### config.mk
export PLATFORM = sky130hd
export DESIGN_NAME = reorder_buffer
export DESIGN_NICKNAME = d
export VERILOG_FILES = /design/src/rtl/reorder_buffer_pkg.sv /design/src/rtl/reorder_buffer_store_fsm.sv /design/src/rtl/reorder_buffer.sv
export SDC_FILE = /design/constraint.sdc
export NUM_CORES = 2
export LEC_CHECK = 0
export ABC_AREA = 1
export BUFFER_PORTS_ARGS = -buffer_cell sky130_fd_sc_hd__buf_2
export CAP_MARGIN = 20
export CORE_MARGIN = 1.5
export CORE_UTILIZATION = 54
export CTS_BUF_LIST = sky130_fd_sc_hd__clkbuf_16
export CTS_CLUSTER_SIZE = 20
export DETAILED_ROUTE_END_ITERATION = 8
export PLACE_DENSITY = 0.75
export SLEW_MARGIN = 10
export SYNTH_ARGS = -nofsm -noshare
export SYNTH_HDL_FRONTEND = slang
export SYNTH_SLANG_ARGS = --single-unit
### constraint.sdc
create_clock -name clk -period 23 [get_ports clk]
set_input_delay 4.6 -clock clk [delete_from_list [all_inputs] [get_ports clk]]
set_output_delay 4.6 -clock clk [all_outputs]
set_load 0.02 [all_outputs]
### src/rtl/reorder_buffer_pkg.sv
// Shared constants for the reorder buffer: instruction kinds, store FSM
// states and default datapath widths.
package reorder_buffer_pkg;

    localparam int DATA_W_DEF = 32;
    localparam int REG_W_DEF  = 5;

    typedef enum logic [1:0] {
        KIND_ALU    = 2'd0,
        KIND_LOAD   = 2'd1,
        KIND_STORE  = 2'd2,
        KIND_BRANCH = 2'd3
    } kind_e;

    typedef enum logic {
        ST_IDLE = 1'b0,
        ST_WAIT = 1'b1
    } st_state_e;

endpackage

### src/rtl/reorder_buffer_store_fsm.sv
// Store handshake for the reorder buffer: presents the head store to memory
// and reports when the memory side has accepted it.
module rob_store_fsm
    import reorder_buffer_pkg::*;
#(
    parameter int DATA_W = DATA_W_DEF
) (
    input  logic              clk,
    input  logic              rst,
    input  logic              rdy,
    input  logic              abort,
    input  logic              start,
    input  logic [DATA_W-1:0] addr,
    input  logic [DATA_W-1:0] data,
    input  logic              st_done,
    output logic              st_valid,
    output logic [DATA_W-1:0] st_addr,
    output logic [DATA_W-1:0] st_data,
    output logic              retire
);

    st_state_e state_q, state_d;

    always_ff @(posedge clk) begin
        if (rst) begin
            state_q <= ST_IDLE;
            st_addr <= '0;
            st_data <= '0;
        end else if (rdy) begin
            state_q <= state_d;
            // Capture once on launch so the memory side sees stable values
            if (state_q == ST_IDLE && start && !abort) begin
                st_addr <= addr;
                st_data <= data;
            end
        end
    end

    always_comb begin
        state_d = state_q;
        retire  = 1'b0;
        case (state_q)
            ST_IDLE: if (start) state_d = ST_WAIT;
            ST_WAIT: if (st_done) begin
                state_d = ST_IDLE;
                retire  = 1'b1;
            end
            default: state_d = ST_IDLE;
        endcase
        if (abort) begin
            state_d = ST_IDLE;
            retire  = 1'b0;
        end
    end

    assign st_valid = (state_q == ST_WAIT);

endmodule

### src/rtl/reorder_buffer.sv
// Circular reorder buffer: in-order allocation and retirement, out-of-order
// completion via the CDB, store handshake, mispredict flush and tail clear.
module reorder_buffer
    import reorder_buffer_pkg::*;
#(
    parameter int DEPTH  = 16,
    parameter int DATA_W = DATA_W_DEF,
    parameter int REG_W  = REG_W_DEF,
    parameter int TAG_W  = $clog2(DEPTH)
) (
    input  logic                    clk,
    input  logic                    rst,
    input  logic                    rdy,
    input  logic                    iss_valid,
    output logic                    iss_ready,
    input  logic [1:0]              iss_kind,
    input  logic [REG_W-1:0]        iss_rd,
    output logic [TAG_W-1:0]        iss_tag,
    input  logic                    cdb_valid,
    input  logic [TAG_W-1:0]        cdb_tag,
    input  logic [DATA_W-1:0]       cdb_value,
    input  logic [DATA_W-1:0]       cdb_addr,
    input  logic                    cdb_mispred,
    input  logic [DATA_W-1:0]       cdb_target,
    output logic                    cm_valid,
    output logic [REG_W-1:0]        cm_rd,
    output logic [DATA_W-1:0]       cm_value,
    output logic [TAG_W-1:0]        cm_tag,
    output logic                    st_valid,
    output logic [DATA_W-1:0]       st_addr,
    output logic [DATA_W-1:0]       st_data,
    input  logic                    st_done,
    output logic                    flush,
    output logic [DATA_W-1:0]       flush_pc,
    input  logic                    clr,
    input  logic [TAG_W-1:0]        clr_tag,
    output logic [DEPTH-1:0]        entry_done,
    output logic [DEPTH*DATA_W-1:0] entry_value
);

    logic [TAG_W-1:0]  head, tail;
    logic [TAG_W:0]    count, count_next;
    logic [DEPTH-1:0]  busy, done, mispred, busy_next, done_next, clr_mask;
    kind_e             kind   [DEPTH];
    logic [REG_W-1:0]  rd     [DEPTH];
    logic [DATA_W-1:0] value  [DEPTH];
    logic [DATA_W-1:0] addr   [DEPTH];
    logic [DATA_W-1:0] target [DEPTH];

    logic             full, head_done, commit_fire, store_start, store_retire;
    logic             retire, alloc, cdb_hit;
    logic [TAG_W-1:0] clr_span;

    assign full        = (count == (TAG_W+1)'(DEPTH));
    assign iss_ready   = !full && !flush;
    assign iss_tag     = tail;
    assign head_done   = busy[head] && done[head];
    assign commit_fire = !flush && head_done && kind[head] != KIND_STORE;
    assign store_start = !flush && head_done && kind[head] == KIND_STORE;
    assign retire      = !flush && (commit_fire || store_retire);
    assign alloc       = iss_valid && iss_ready && !clr;
    assign cdb_hit     = cdb_valid && busy[cdb_tag];
    assign clr_span    = tail - clr_tag;
    assign entry_done  = busy & done;

    rob_store_fsm #(.DATA_W(DATA_W)) u_store (
        .clk     (clk),
        .rst     (rst),
        .rdy     (rdy),
        .abort   (flush),
        .start   (store_start),
        .addr    (addr[head]),
        .data    (value[head]),
        .st_done (st_done),
        .st_valid(st_valid),
        .st_addr (st_addr),
        .st_data (st_data),
        .retire  (store_retire)
    );

    // Entries from clr_tag up to the old tail, walking the ring
    always_comb begin
        clr_mask = '0;
        for (int i = 0; i < DEPTH; i++)
            clr_mask[i] = TAG_W'(TAG_W'(i) - clr_tag) < clr_span;
    end

    // Invalidation is applied last so a same-cycle CDB hit on a cleared tag is lost
    always_comb begin
        busy_next = busy;
        done_next = done;
        if (cdb_hit) done_next[cdb_tag] = 1'b1;
        if (retire) begin
            busy_next[head] = 1'b0;
            done_next[head] = 1'b0;
        end
        if (alloc) begin
            busy_next[tail] = 1'b1;
            done_next[tail] = 1'b0;
        end
        if (clr) begin
            busy_next = busy_next & ~clr_mask;
            done_next = done_next & ~clr_mask;
        end
        count_next = count - (TAG_W+1)'(retire) + (TAG_W+1)'(alloc);
        if (clr) count_next = count_next - {1'b0, clr_span};
    end

    always_ff @(posedge clk) begin
        if (rst) begin
            head     <= '0;
            tail     <= '0;
            count    <= '0;
            busy     <= '0;
            done     <= '0;
            mispred  <= '0;
            cm_valid <= 1'b0;
            cm_rd    <= '0;
            cm_value <= '0;
            cm_tag   <= '0;
            flush    <= 1'b0;
            flush_pc <= '0;
            for (int i = 0; i < DEPTH; i++) begin
                kind[i]   <= KIND_ALU;
                rd[i]     <= '0;
                value[i]  <= '0;
                addr[i]   <= '0;
                target[i] <= '0;
            end
        end else if (rdy) begin
            if (flush) begin
                head     <= '0;
                tail     <= '0;
                count    <= '0;
                busy     <= '0;
                done     <= '0;
                flush    <= 1'b0;
                cm_valid <= 1'b0;
            end else begin
                cm_valid <= commit_fire;
                if (commit_fire) begin
                    cm_rd    <= (kind[head] == KIND_BRANCH) ? '0 : rd[head];
                    cm_value <= value[head];
                    cm_tag   <= head;
                end
                flush <= retire && mispred[head];
                if (retire && mispred[head]) flush_pc <= target[head];
                if (cdb_hit) begin
                    value[cdb_tag]   <= cdb_value;
                    addr[cdb_tag]    <= cdb_addr;
                    mispred[cdb_tag] <= cdb_mispred;
                    target[cdb_tag]  <= cdb_target;
                end
                if (alloc) begin
                    kind[tail] <= kind_e'(iss_kind);
                    rd[tail]   <= iss_rd;
                end
                if (retire) head <= head + 1'b1;
                if (clr) tail <= clr_tag;
                else if (alloc) tail <= tail + 1'b1;
                busy  <= busy_next;
                done  <= done_next;
                count <= count_next;
            end
        end
    end

    always_comb begin
        entry_value = '0;
        for (int i = 0; i < DEPTH; i++)
            entry_value[i*DATA_W +: DATA_W] = value[i];
    end

endmodule

**After elaboration in Yosys (flattened, before gate mapping)**

Memories as Yosys holds them, arrays and structs flattened. A register that Yosys moved wholly into a read port is not among the register bits.
Index checks and enable logic that the tools add are counted.

- Flip-flop bits (word level): 137
- Bits in latches: 0
- RAM bits: 1648
- Bits in read-only memories: 0
- Bits of input ports: 119
- Output and inout port bits: 673
- Logic and storage cells: 185
- Memories: 5

- Add/subtract/negate cells: 22
- Multipliers: 0
- Divide/modulo/power cells: 0
- Magnitude comparators: 22
- Eq/ne operators: 4
- Shift-type cells: 0
- Muxes and demuxes: 74
- Bitwise logic cells: 13
- Reductions and logical operators: 32

Memory list:

| memory | words | width | rd ports | clocked after Yosys merged registers in | write ports | RTL line | source |
|---|---|---|---|---|---|---|---|
| addr | 16 | 32 | 1 | 1 | 16 | reorder_buffer.sv:47 | `logic [DATA_W-1:0] addr [DEPTH];` |
| target | 16 | 32 | 1 | 1 | 16 | reorder_buffer.sv:48 | `logic [DATA_W-1:0] target [DEPTH];` |
| value | 16 | 32 | 17 | 1 | 16 | reorder_buffer.sv:46 | `logic [DATA_W-1:0] value [DEPTH];` |
| rd | 16 | 5 | 1 | 1 | 16 | reorder_buffer.sv:45 | `logic [REG_W-1:0] rd [DEPTH];` |
| kind | 16 | 2 | 1 | 1 | 16 | reorder_buffer.sv:44 | `kind_e kind [DEPTH];` |

Operator list:

| operator | number |
|---|---|
| 16-bit two-way mux | 9 |
| 16-bit bitwise AND | 6 |
| 32-bit two-way mux | 3 |
| 32-bit OR reduction | 3 |
| 4-bit less-than comparator | 16 |
| 4-bit two-way mux | 16 |
| 16-bit NOT | 3 |
| 1-bit two-way mux | 32 |
| 16-bit OR | 2 |
| 4-bit subtractor (first input constant) | 8 |
| 5-bit two-way mux | 4 |
| 1-bit binary-select mux with 4-bit select | 4 |
| 16-bit bitwise mux | 1 |
| 3-bit by 4-bit subtractor with 4-bit output (first input constant) | 4 |
| 1-bit logical AND | 15 |
| 4-bit by 5-bit less-than comparator with 1-bit output (second input constant) | 3 |
| 1-bit demux with 4-bit select | 3 |
| 4-bit by 1-bit >= comparator with 1-bit output (second input constant) | 3 |
| 3-bit AND reduction | 3 |
| 4-bit by 1-bit adder with 4-bit output (second input constant) | 2 |
| 1-bit by 4-bit subtractor with 4-bit output (first input constant) | 2 |
| 2-bit by 4-bit subtractor with 4-bit output (first input constant) | 2 |
| 2-bit AND reduction | 3 |
| 5-bit by 1-bit adder with 5-bit output | 1 |
| 15 further kinds | 19 |

**Longest topological paths before layout**

- Word-level depth: 13
- Gate-level depth with buffers: 29
- Gate-level depth less buffers: 26

**Modules after synthesis**

Synthesis repeated with hierarchy kept, for this count alone.

- Cell total of the unflattened synthesis: 8096
- Area total of the unflattened synthesis: 81986.1 um^2

Modules (own cells, without submodules):

| module | times used | cells an instance | area each (um^2) |
|---|---|---|---|
| reorder_buffer | 1 | 7666 | 79027.0 |
| rob_store_fsm | 1 | 430 | 2959.1 |

**Worst setup path after synthesis**

No wires, ideal clock.

- Path type: input to register
- Start: input port cdb_tag[0]
- End: memory addr[6][0] (netlist bit), enable pin
- Arrival: 12.493 ns
- Path slack: 9.822 ns
- Stages on the path: 10
- Buffers on the path: 1
- Cell sequence: inv_1 -> nor2_1 -> a22oi_1 -> nand2_1 -> nand2_1 -> nand2_1 -> o21a_1 -> clkbuf_1 -> nand2_1 -> o21ai_0

RTL lines:

| element | RTL line | source |
|---|---|---|
| start: declaration | reorder_buffer.sv:20 | `input logic [TAG_W-1:0] cdb_tag,` |
| end: declaration | reorder_buffer.sv:47 |  |

==> PnR_summary.wiki <==
{| class="wikitable"
! Metric !! Value
|-
| CTS tree || yes
|-
| Worst stage delay on the critical path || roughly 0.84 ns
|-
| Hold-fix buffers, CTS || 0
|-
| Worst Skew || between 0.03 and 0.04 ns
|-
| Number of cells on the critical path || 11
|-
| Final instance area || 91400 sq um
|-
| Worst max-slew margin expressed relative to the limit || 0.111
|-
| Via count || roughly 66k
|-
| Most frequent CP cell || sky130_fd_sc_hd__inv_2
|-
| Fraction of registers with async set or reset after synthesis || 0
|-
| Number of gates resized after cts || 0
|-
| Footprint of the multi-input gates || about 24000 sq um
|-
| Core box area || 148000 sq um
|-
| Vias in the first global route || 62.2k
|-
| Net count after synthesis || between 7k and 8k
|-
| Total global-route track usage || 0.387
|-
| Clock Path Buffers || 3
|-
| Gate count after technology mapping || around 8k
|-
| Weighted congestion reported at the end of routability-driven placement || roughly 0.99
|-
| Number of cells in the design after placement || around 10k
|-
| Critical Path Sink || target[11][12]
|-
| CP Capture Type || register
|-
| Smallest hold slack || 0.471 ns
|-
| Total setup buffers inserted after CTS || 0
|-
| Fillcell total || around 12k
|-
| Per-cell routed wire length || around 30 microns
|-
| Result of the run || finished clean
|-
| Max-slew violations || 0
|-
| Kind of start point of the critical path || input pin
|-
| Setup repair after global routing missed its margin || no
|-
| Post-synthesis to final-layout area growth || 13.4%
|-
| Worst-path fanout max || 72
|-
| Number of antenna violations at the first check in global routing || 15
|-
| Initial core utilization || 0.544
|-
| Number of sinks on the clock net || 1853
|-
| Fraction of layout cells with a size suffix above 1 || 0.143
|-
| Highest achievable clock rate || 107 MHz
|-
| Total Die Area || 152000 sq um
|-
| FF-to-FF path depth || 26
|-
| Beginning of the critical path || rdy
|-
| Horizontal extent of the die || between 300 and 400 microns
|-
| Most common library cell in the layout ignoring fill and taps || sky130_fd_sc_hd__nor2_1
|-
| Detailed placer's ending HPWL || around 180 mm
|-
| Cell Count, Final, Fillers Out || 10.3k
|-
| Sequential element share of the synthesized area || 0.665
|-
| I/O pins || between 700 and 800
|-
| Required time of the critical path || 23.44 ns
|-
| Main flop type after synthesis || sky130_fd_sc_hd__edfxtp_1
|-
| Synthesized area || roughly 81000 sq um
|-
| Total wirelength of the detailed-routed design || roughly 300 mm
|-
| Flop and latch count out of synthesis || 1853
|-
| Commonest cells after routing, fill and taps aside || 2562 x sky130_fd_sc_hd__nor2_1, 1648 x sky130_fd_sc_hd__edfxtp_1, 964 x sky130_fd_sc_hd__o21ai_0, 791 x sky130_fd_sc_hd__buf_2, 422 x sky130_fd_sc_hd__nand2_1
|-
| Cell type group with the largest total delay on the critical path || simple AND/OR/NAND/NOR gates
|-
| Global routing met3 resource utilization || 0.0854
|-
| Number of setup violations in the final report || 0
|-
| Final critical-path share of the clock period || 0.408
|-
| Post-route antenna net violation count || 0
|-
| Met1 usage || 0.486
|-
| Maximum number of pins on one net before global-route repair || approximately 160
|-
| Root buf cell || sky130_fd_sc_hd__clkbuf_16
|-
| Post-DP Area || ~85000 sq um
|-
| Worst-path cell with the longest stage delay || sky130_fd_sc_hd__nor2_1
|-
| Maximum vdd drop || about 0.085 mV
|-
| Accumulated negative setup slack || 0 ns
|-
| Chip height || about 400 microns
|-
| Post-synthesis cell type count || 40
|-
| LEAKAGE || around 37 nW
|-
| Clock slew seen by the registers of the worst setup and hold paths || approximately 0.06 ns
|-
| Warning count from the yosys run || 0
|-
| Total design power || between 7 and 8 mW
|-
| EDFF count, synth || 1648
|-
| Global-route wire length before repair || 427 mm
|-
| Total CTS buffers || around 180
|-
| Worst hold path class || register to register
|-
| Global route overflow || 0
|-
| Worst reg2reg setup slack || approximately 17 ns
|-
| Drt first pass iters || 7
|-
| Post-synthesis average cell area || just over 10 sq um
|-
| Row count || around 140
|-
| Worst-Skew Late Latency || about 0.84 ns
|-
| Measured slew at the worst slew-check pin || 1.33 ns
|-
| Count of unresolved DRC violations after routing || 0
|-
| Crit Reg-Reg Endpoint || count[3]
|-
| Post-DR vias/cell || between 6 and 7
|-
| Crit path DAT || 9.82 ns
|-
| Number of I/O port buffers || around 790
|-
| Worst path cell trace || buf_2 -> inv_2 -> nor2_1 -> inv_2 -> nor2_4 -> inv_2 -> nor2_8 -> nand2_8 -> nand2_4 -> buf_4 -> buf_4
|-
| Number of max-cap violations || 0
|-
| Area taken by flip-flops and latches || 53600 sq um
|-
| Final hold viol count || 0
|-
| Met2 demand-to-capacity share in global routing || 0.601
|-
| Classification of the worst setup path || input pin to register
|-
| Final critical-path required period || 9.38 ns
|-
| Starting DRC count in detailed routing || 10.8k
|-
| Most Crowded Layer GR || met2
|-
| Power density normalized to cell area || 78.6 nW/um^2
|-
| # nets final || 8396
|-
| H-tree Lvls || 4
|-
| Number of buffers and inverters on the critical path || 6
|}
cell type report:
| cell class | count | share of cell area |
|---|---|---|
| sequential | 1853 | 0.587 |
| clock buffer | 190 | 0.0520 |
| tap | 1930 | 0.0264 |
| inverter | 269 | 0.0114 |
| antenna | 9 | 0.000246 |
| timing repair buffer | 885 | 0.0519 |
| multi-input combinational | 5023 | 0.259 |
| clock inverter | 157 | 0.0123 |
metrics by stage:
step,worst slack [ns],util
floorplan,9.82,-
global placement,13.05,0.577
detailed placement,12.88,0.577
CTS,13.73,0.617
global route,13.54,0.617
finish,13.62,0.618
layer usage:
metal | wire length, microns | share of wire
met5 | 33 | 0.00011
met4 | 24200 | 0.081
met3 | 39300 | 0.13
met2 | 136000 | 0.45
met1 | 101000 | 0.34
sequential cells by signal (all words and copies together), names as in the netlist, named ones only:
name / count
addr: 512
busy: 16
cm_rd: 5
cm_tag: 4
cm_valid: 1
cm_value: 32
count: 5
done: 16
flush: 1
flush_pc: 32
head: 4
iss_tag: 4
kind: 32
mispred: 16
rd: 80
target: 512
u_store.st_addr: 32
u_store.st_data: 32
u_store.st_valid: 1
value: 512
cell families (layout without fill, tap and decap cells):
group | after synthesis | after routing | synth area share
flip-flops | 1853 | 1853 | 0.665
AND/OR/NAND/NOR | 3161 | 3161 | 0.150
buffers and inverters | 940 | 1501 | 0.0448
adder cells (fa/ha/maj) | 61 | 61 | 0.00985
XOR/XNOR | 16 | 16 | 0.00174
AO/OA/AOI/OAI | 1785 | 1785 | 0.128
other | 0 | 9 | 0
cells in the mapped netlist (57+ instances only):
library cell,count,area share
sky130_fd_sc_hd__a21oi_1,233,0.014
sky130_fd_sc_hd__a221oi_1,60,0.0065
sky130_fd_sc_hd__a22o_1,59,0.0064
sky130_fd_sc_hd__buf_1,59,0.0027
sky130_fd_sc_hd__clkbuf_1,554,0.026
sky130_fd_sc_hd__dfxtp_1,205,0.051
sky130_fd_sc_hd__edfxtp_1,1648,0.61
sky130_fd_sc_hd__ha_1,57,0.0089
sky130_fd_sc_hd__inv_1,262,0.012
sky130_fd_sc_hd__nand2_1,437,0.020
sky130_fd_sc_hd__nand3_1,124,0.0077
sky130_fd_sc_hd__nor2_1,2565,0.12
sky130_fd_sc_hd__o21ai_0,969,0.060
sky130_fd_sc_hd__o221ai_1,101,0.011
sky130_fd_sc_hd__o22ai_1,292,0.023
worst min-delay path by stage:
stage	from	endpoint	slack [ns]	cells past startpoint
5_1_grt	cm_valid	cm_valid	0.49	2
2_1_floorplan	mispred[10]	mispred[10]	0.44	2
3_5_place_dp	cm_valid	cm_valid	0.46	2
3_3_place_gp	mispred[10]	mispred[10]	0.45	2
6_report	cm_valid	cm_valid	0.47	2
4_1_cts	cm_valid	cm_valid	0.47	2
where the power goes:
group / switching (mW) / internal [mW]
sequential: 0.0550 / 3.75
clock: 1.33 / 1.63
combinational: 0.321 / 0.0915
tightest hold or removal path: cells and delay by family (launching register included):
family | cells | cell delay, ns
flops | 1 | 0.31
simple gates | 1 | 0.06
compound gates | 1 | 0.05
Note: power is estimated with default switching activity, not from simulation.
